--- config.mk ---
export PLATFORM = sky130hd
export DESIGN_NAME = channel_decoder_coef_port
export DESIGN_NICKNAME = d
export VERILOG_FILES = /design/src/rtl/channel_decoder_coef_port.sv
export SDC_FILE = /design/constraint.sdc
export NUM_CORES = 1
export LEC_CHECK = 0
export ABC_AREA = 1
export CAP_MARGIN = 20
export CORE_MARGIN = 3
export CORE_UTILIZATION = 46
export DETAILED_ROUTE_END_ITERATION = 8
export MAX_ROUTING_LAYER = met4
export PLACE_DENSITY = 0.8
export RECOVER_POWER = 100
export SLEW_MARGIN = 20
export SYNTH_ARGS = -nofsm -noshare
export SYNTH_HDL_FRONTEND = slang
export SYNTH_SLANG_ARGS = --single-unit
--- constraint.sdc ---
create_clock -name clk -period 3.2 [get_ports clk]
set_input_delay 0.32 -clock clk [delete_from_list [all_inputs] [get_ports clk]]
set_output_delay 0.32 -clock clk [all_outputs]
set_load 0.02 [all_outputs]
--- src/rtl/channel_decoder_coef_port.sv ---
// Master-side controller for the channel_decoder coefficient RAM: streams a LOAD into the RAM
// or streams a READ out through a 2-entry skid FIFO that absorbs the 1-cycle RAM latency.
module channel_decoder_coef_port #(
  parameter int unsigned DWIDTH   = 16,
  parameter int unsigned AWIDTH   = 7,
  parameter int unsigned MEM_SIZE = 72
) (
  input  logic              clk,
  input  logic              reset,
  input  logic              start,
  input  logic              mode,
  output logic              busy,
  output logic              done,
  output logic              load_err,
  input  logic [DWIDTH-1:0] in_tdata,
  input  logic              in_tvalid,
  input  logic              in_tlast,
  output logic              in_tready,
  output logic [DWIDTH-1:0] coef_tdata,
  output logic              coef_tvalid,
  output logic              coef_tlast,
  input  logic              coef_tready,
  output logic [AWIDTH-1:0] address0,
  output logic              ce0,
  output logic              we0,
  output logic [DWIDTH-1:0] d0,
  input  logic [DWIDTH-1:0] q0
);

  localparam int unsigned OCC_W = 3;
  localparam logic [AWIDTH-1:0] LAST_ADDR = AWIDTH'(MEM_SIZE - 1);

  typedef enum logic [1:0] {IDLE, LOAD, READ, DRAIN} state_t;

  state_t                   state;
  logic [AWIDTH-1:0]        addr;
  logic                     inflight;
  logic                     inflight_last;
  logic [1:0][DWIDTH-1:0]   fifo_data;
  logic [1:0]               fifo_last;
  logic                     rd_ptr;
  logic                     wr_ptr;
  logic [1:0]               count;

  logic addr_last;
  logic load_beat;
  logic pop;
  logic push;
  logic issue;

  assign addr_last = (addr == LAST_ADDR);
  assign load_beat = (state == LOAD) && in_tvalid;
  assign pop       = coef_tvalid && coef_tready;
  assign push      = inflight;
  // Issue only if the read can still land in the FIFO, counting this cycle's pop.
  assign issue     = (state == READ) &&
                     ((OCC_W'(count) + OCC_W'(inflight) - OCC_W'(pop)) < OCC_W'(2));

  assign in_tready = (state == LOAD);
  assign ce0       = load_beat || issue;
  assign we0       = load_beat;
  assign d0        = load_beat ? in_tdata : '0;
  assign address0  = ce0 ? addr : '0;

  assign coef_tvalid = (count != 2'd0);
  assign coef_tdata  = fifo_data[rd_ptr];
  assign coef_tlast  = fifo_last[rd_ptr] && coef_tvalid;

  // Control FSM with registered busy/done/load_err.
  always_ff @(posedge clk) begin
    if (reset) begin
      state         <= IDLE;
      addr          <= '0;
      inflight      <= 1'b0;
      inflight_last <= 1'b0;
      busy          <= 1'b0;
      done          <= 1'b0;
      load_err      <= 1'b0;
    end else begin
      done     <= 1'b0;
      inflight <= issue;
      case (state)
        IDLE: begin
          if (start) begin
            load_err <= 1'b0;
            addr     <= '0;
            busy     <= 1'b1;
            state    <= mode ? LOAD : READ;
          end
        end
        LOAD: begin
          if (in_tvalid) begin
            if (in_tlast != addr_last) load_err <= 1'b1;
            if (addr_last) begin
              done  <= 1'b1;
              busy  <= 1'b0;
              state <= IDLE;
            end else begin
              addr <= addr + AWIDTH'(1);
            end
          end
        end
        READ: begin
          if (issue) begin
            inflight_last <= addr_last;
            if (addr_last) state <= DRAIN;
            else           addr  <= addr + AWIDTH'(1);
          end
        end
        DRAIN: begin
          if ((count == 2'd0) && !inflight) begin
            done  <= 1'b1;
            busy  <= 1'b0;
            state <= IDLE;
          end
        end
        default: state <= IDLE;
      endcase
    end
  end

  // Skid FIFO: first-word fall-through, never pushed while full.
  always_ff @(posedge clk) begin
    if (reset) begin
      fifo_data <= '0;
      fifo_last <= '0;
      rd_ptr    <= 1'b0;
      wr_ptr    <= 1'b0;
      count     <= 2'd0;
    end else begin
      if (push) begin
        fifo_data[wr_ptr] <= q0;
        fifo_last[wr_ptr] <= inflight_last;
        wr_ptr            <= ~wr_ptr;
      end
      if (pop) rd_ptr <= ~rd_ptr;
      count <= count + 2'(push) - 2'(pop);
    end
  end

endmodule
==> After elaboration in Yosys (flattened, before gate mapping) <==
Index checks and enable logic that the tools add are counted.
{ "classes": {"addsub": 5, "n_lt_le_gt_ge": 4, "n_eq_ne": 12, "n_mux": 38, "bitwise": 2, "n_reduce_logical": 19} }
{ "ops": {"columns": ["op", "count"], "rows": [
  ["16-bit 2-to-1 mux", 4],
  ["7-bit 2-to-1 mux", 5],
  ["32-bit bitwise mux", 1],
  ["7-bit one-hot mux with 3 select lines", 1],
  ["16-bit demux with 1-bit select", 1],
  ["2-bit 2-to-1 mux", 7],
  ["1-bit 2-to-1 mux", 13],
  ["2-bit != test, second input constant", 5],
  ["2-bit one-hot mux with 4 select lines", 1],
  ["4-bit AND reduction", 2],
  ["7-bit by 1-bit adder with 7-bit output, second input constant", 1],
  ["7-bit == test, second input constant", 1],
  ["1-bit logical AND", 6],
  ["6-bit AND reduction", 1],
  ["3-bit nonzero test", 2],
  ["5-bit AND reduction", 1],
  ["2-bit == test, second input constant", 2],
  ["2-bit zero test", 2],
  ["1-bit by 2-bit less-than comparator with 1-bit output, second input constant", 2],
  ["2-bit by 1-bit != test with 1-bit output, second input constant", 2],
  ["1-bit one-hot mux with 2 select lines", 2],
  ["2-bit nonzero test", 2],
  ["2-bit by 1-bit adder with 3-bit output", 1],
  ["3-bit by 2-bit less-than comparator with 1-bit output, second input constant", 1],
  ["other kinds (13)", 14]
]} }
{ "word_totals": {"reg_bits": 52, "output_inout_bits": 47} }

==> Longest topological paths before layout <==
{ "depth": {"word_depth": 7, "depth_mapped": 18} }

==> Least setup slack after synthesis <==
No wires, ideal clock.
{ "synth_path": {"kind": "register -> output", "startpoint": "register count[1]", "endpoint": "output address0[0]", "t_arrival_ns": 2.497, "t_required_ns": 2.880, "setup_slack_ns": 0.383, "stages_incl_launch_ff": 14, "path_cell_list": "dfxtp_1 nor2_1 inv_1 nand2_1 inv_1 ha_1 inv_1 ha_1 inv_1 fa_1 nand3_1 nor2_1 nor2_1 nor2_1"} }
{ "synth_via": {"elab_chain_cells": 7} }
{ "synth_lines": {"columns": ["element", "line_no", "rtl"], "rows": [
  ["from (decl)", "43", "logic [1:0] count;"],
  ["from (signal assigned)", "137", "count <= count + 2'(push) - 2'(pop);"],
  ["2-bit nonzero test", "65", "assign coef_tvalid = (count != 2'd0);"],
  ["via coef_tvalid", "20", "output logic coef_tvalid,"],
  ["1-bit logical AND", "53", "assign pop = coef_tvalid && coef_tready;"],
  ["via pop", "47", "logic pop;"],
  ["3-bit by 1-bit subtractor with 3-bit output", "57", "((OCC_W'(count) + OCC_W'(inflight) - OCC_W'(pop)) < OCC_W'(2));"],
  ["3-bit by 2-bit less-than comparator with 1-bit output", "57", null],
  ["1-bit logical AND", "56", "assign issue = (state == READ) &&"],
  ["1-bit logical OR", "60", "assign ce0 = load_beat || issue;"],
  ["7-bit 2-to-1 mux", "63", "assign address0 = ce0 ? addr : '0;"],
  ["to (decl)", "23", "output logic [AWIDTH-1:0] address0,"]
]} }
The timed path passes the listed nets, and every way through them passes these cells.

==> Worst setup path after layout <==
{ "layout_path": {"startpoint": "register count[1]", "endpoint": "output address0[0]"} }
{ "layout_via": {"elab_chain_cells": 7} }
{ "layout_lines": {"columns": ["element", "line_no"], "rows": [
  ["2-bit nonzero test", "65"],
  ["1-bit logical AND", "53"],
  ["via pop", "47"],
  ["3-bit by 1-bit subtractor with 3-bit output", "57"],
  ["3-bit by 2-bit less-than comparator with 1-bit output", "57"],
  ["1-bit logical AND", "56"],
  ["1-bit logical OR", "60"],
  ["7-bit 2-to-1 mux", "63"]
]} }
The timed path passes the listed nets, and every way through them passes these cells.

==> out/results.txt <==
TritonRoute pass-1 iters = 4
Synthesized area = 2645 µm²
Die X = 81.83 µm
Pwr/cell area = 668.7 nW/µm²
Outcome = complete, no violations
Total Nets Final = 550
Post-synth ARST share = 0
Post-route cell area = 3636 µm²
Number of global-route vias before repair = 2802
PnR worst setup slack = 0.1765 ns
Register area share after synthesis = 0.3936
Pre-CTS setup slack = -0.2560 ns
GPL Wtd Cong = 0.8766
Post-layout util = 0.6815
Leakage = 0.001790 µW
N_diodes = 0
CP arrival = 2.70 ns
CTS sink count = 52
Final hold vios = 0
First-pass GRT wire length = 11.94 mm
Final setup vio count = 0
Top_reg_cell synth = dfxtp_1
GRT Overall Usage = 0.2321
CP Data Required Time = 2.88 ns
Detailed Route WL = 7.095 mm
R2r startpoint = count[1]
Footprint of the multi-input gates = 1335 µm²
H-tree Lvls = 2
Final Max Tran Viols = 0
DIE HEIGHT = 81.83 µm
Initial DRC count = 183
Kind of critical path = reg2out
Initial Util = 0.4958
Setup crit start kind = flop
Reg area = 1041 µm²
Clock Pin Slew Worst Setup and Hold Paths = 0.10 ns
Worst vdd ir = 362.1 µV
Synth-to-Final Area Change = 37.46%
Placed cell area = 3585 µm²
Hold Crit Start = fifo_data[9]
Slew margin rel. = 0.4215
Max frequency = 330.7 MHz
Post-synthesis cell count = 415
Final period util = 0.9448
Post-layout minimum cycle time = 3.024 ns
Total congestion overflow = 0
RSZ-0062 raised after global routing = no
Largest net degree at the start of global routing = 26
Crit path capture type = output port
Post-synth top cells = 118 x nor2_1, 84 x nand2_1, 52 x dfxtp_1
Worst clock skew = 0.009766 ns
Mean Syn Cell Area = 6.374 µm²
CP Max Fanout = 8
WL/cell = 12.36 µm
Port bufs = 85
Yosys top cell area share = 0.3936
Clk_lat worst skew = 0.31 ns
Unique cell type count in the Yosys netlist = 28
Total CTS buffers = 5
# IOs = 86
Core ar. = 5335 µm²
Die Area = 6696 µm²
Yosys Warn Count = 0
Maxcap violations = 0
Number of routed nets with antenna violations = 0
Post-route total power = 2432 µW
Main area contributors after synthesis = dfxtp_1 39%, nor2_1 17%, nand2_1 12%, o21ai_0 7.8%, inv_1 6.8%
HPWL Detailed = 5.204 mm
Placement Rows = 26
Area leader, netlist = dfxtp_1
Register bit total from synthesis = 52
Initial antenna violation count = 0
Clock Path Buffers = 2
Count leader, synth = nor2_1
Worst Setup SP = count[1]
Fillcell total = 496
Layout cells sized above 1 = 0.07540
Worst slew pin tran = 0.8678 ns
Post-route DRC violation count = 0
Vias per std cell = 4.852
Post-synth EDFFs = 0
Type of the most critical hold path = reg2reg
Syn_nets = 462
Worst reg2reg setup slack = 0.36 ns
CTS tree = done
Via count = 2785
Root buf cell = clkbuf_8
-- what timing repair did --
item                                    in CTS  in global routing
hold buffers                                 0                  0
resized for setup                           26                 11
endpoints found under the setup margin       8                  8
setup buffers                                1                  0
pin swaps                                    1                  0
-- worst max-delay path: stages (launching register included) --
cell and delay [ns]:
dfxtp_1 0.33, nor2_2 0.12, inv_1 0.06, nand2_1 0.08, inv_1 0.05, ha_1 0.27, inv_1 0.06, ha_1 0.13
inv_1 0.04, fa_1 0.52, nand3_2 0.11, nor2_2 0.13, nor2_1 0.05, buf_4 0.16, nor2_1 0.10, clkbuf_2 0.18
-- layout by cell type, fill, tap and decap left out, drive strengths merged --
cell,n
nand3,12
clkbuf,14
nor3,2
nand2,85
o21ai,44
nand4,4
clkdlybuf4s50,37
dlygate4sd3,40
ha,7
o21bai,1
dfxtp,52
a21oi,13
buf,9
nor2,122
clkinv,5
inv,52
or2,2
o31ai,1
fa,1
a21boi,1
-- sequential cells by signal (all words and copies together), names as in the netlist --
name,cells
state,2
fifo_last,2
count,2
inflight,1
wr_ptr,1
inflight_last,1
addr,7
done,1
rd_ptr,1
busy,1
fifo_data,32
load_err,1
-- area by class of cell --
class                           instances  share of cell area
Multi-Input combinational cell        295              0.3672
Sequential cell                        52              0.2863
Timing Repair Buffer                   95              0.2416
Inverter                               54             0.05575
Tap cell                               70             0.02409
Clock buffer                            5             0.01893
Clock inverter                          3            0.006194
-- report_power, final --
group	total, µW	switching, µW	internal, µW
Combinational	1210	741	467
Clock	386	228	157
Sequential	838	72.2	766
-- per-layer routing --
metal	global-route usage	part of all wire
met3	0.04825	0.041
met5	-	0
met4	0.05150	0.0097
met2	0.4006	0.51
met1	0.2782	0.44
-- cell families (layout without fill, tap and decap cells) --
logic type	after synthesis	in the layout	synth area share
AO/OA/AOI/OAI	60	60	0.1206
adder cells (fa/ha/maj)	8	8	0.04068
buffers and inverters	68	157	0.1017
flip-flops	52	52	0.3936
AND/OR/NAND/NOR	227	227	0.3434
-- metrics by stage --
step,TNS (ns),cells,hold WS [ns]
4_1_cts,0,574,0.4629
6_report,0,574,0.4632
3_5_place_dp,-1.779,565,0.4477
3_3_place_gp,-0.9169,565,0.4356
2_1_floorplan,0,415,0.4242
5_1_grt,0,574,0.4876
-- path summary, 6_finish.rpt --
check,to,depth (start not counted)
max,address0[0],15
min,fifo_data[9],2
max reg2reg,addr[1],15
min reg2reg,fifo_data[9],2
(Power assumes the default switching activity.)
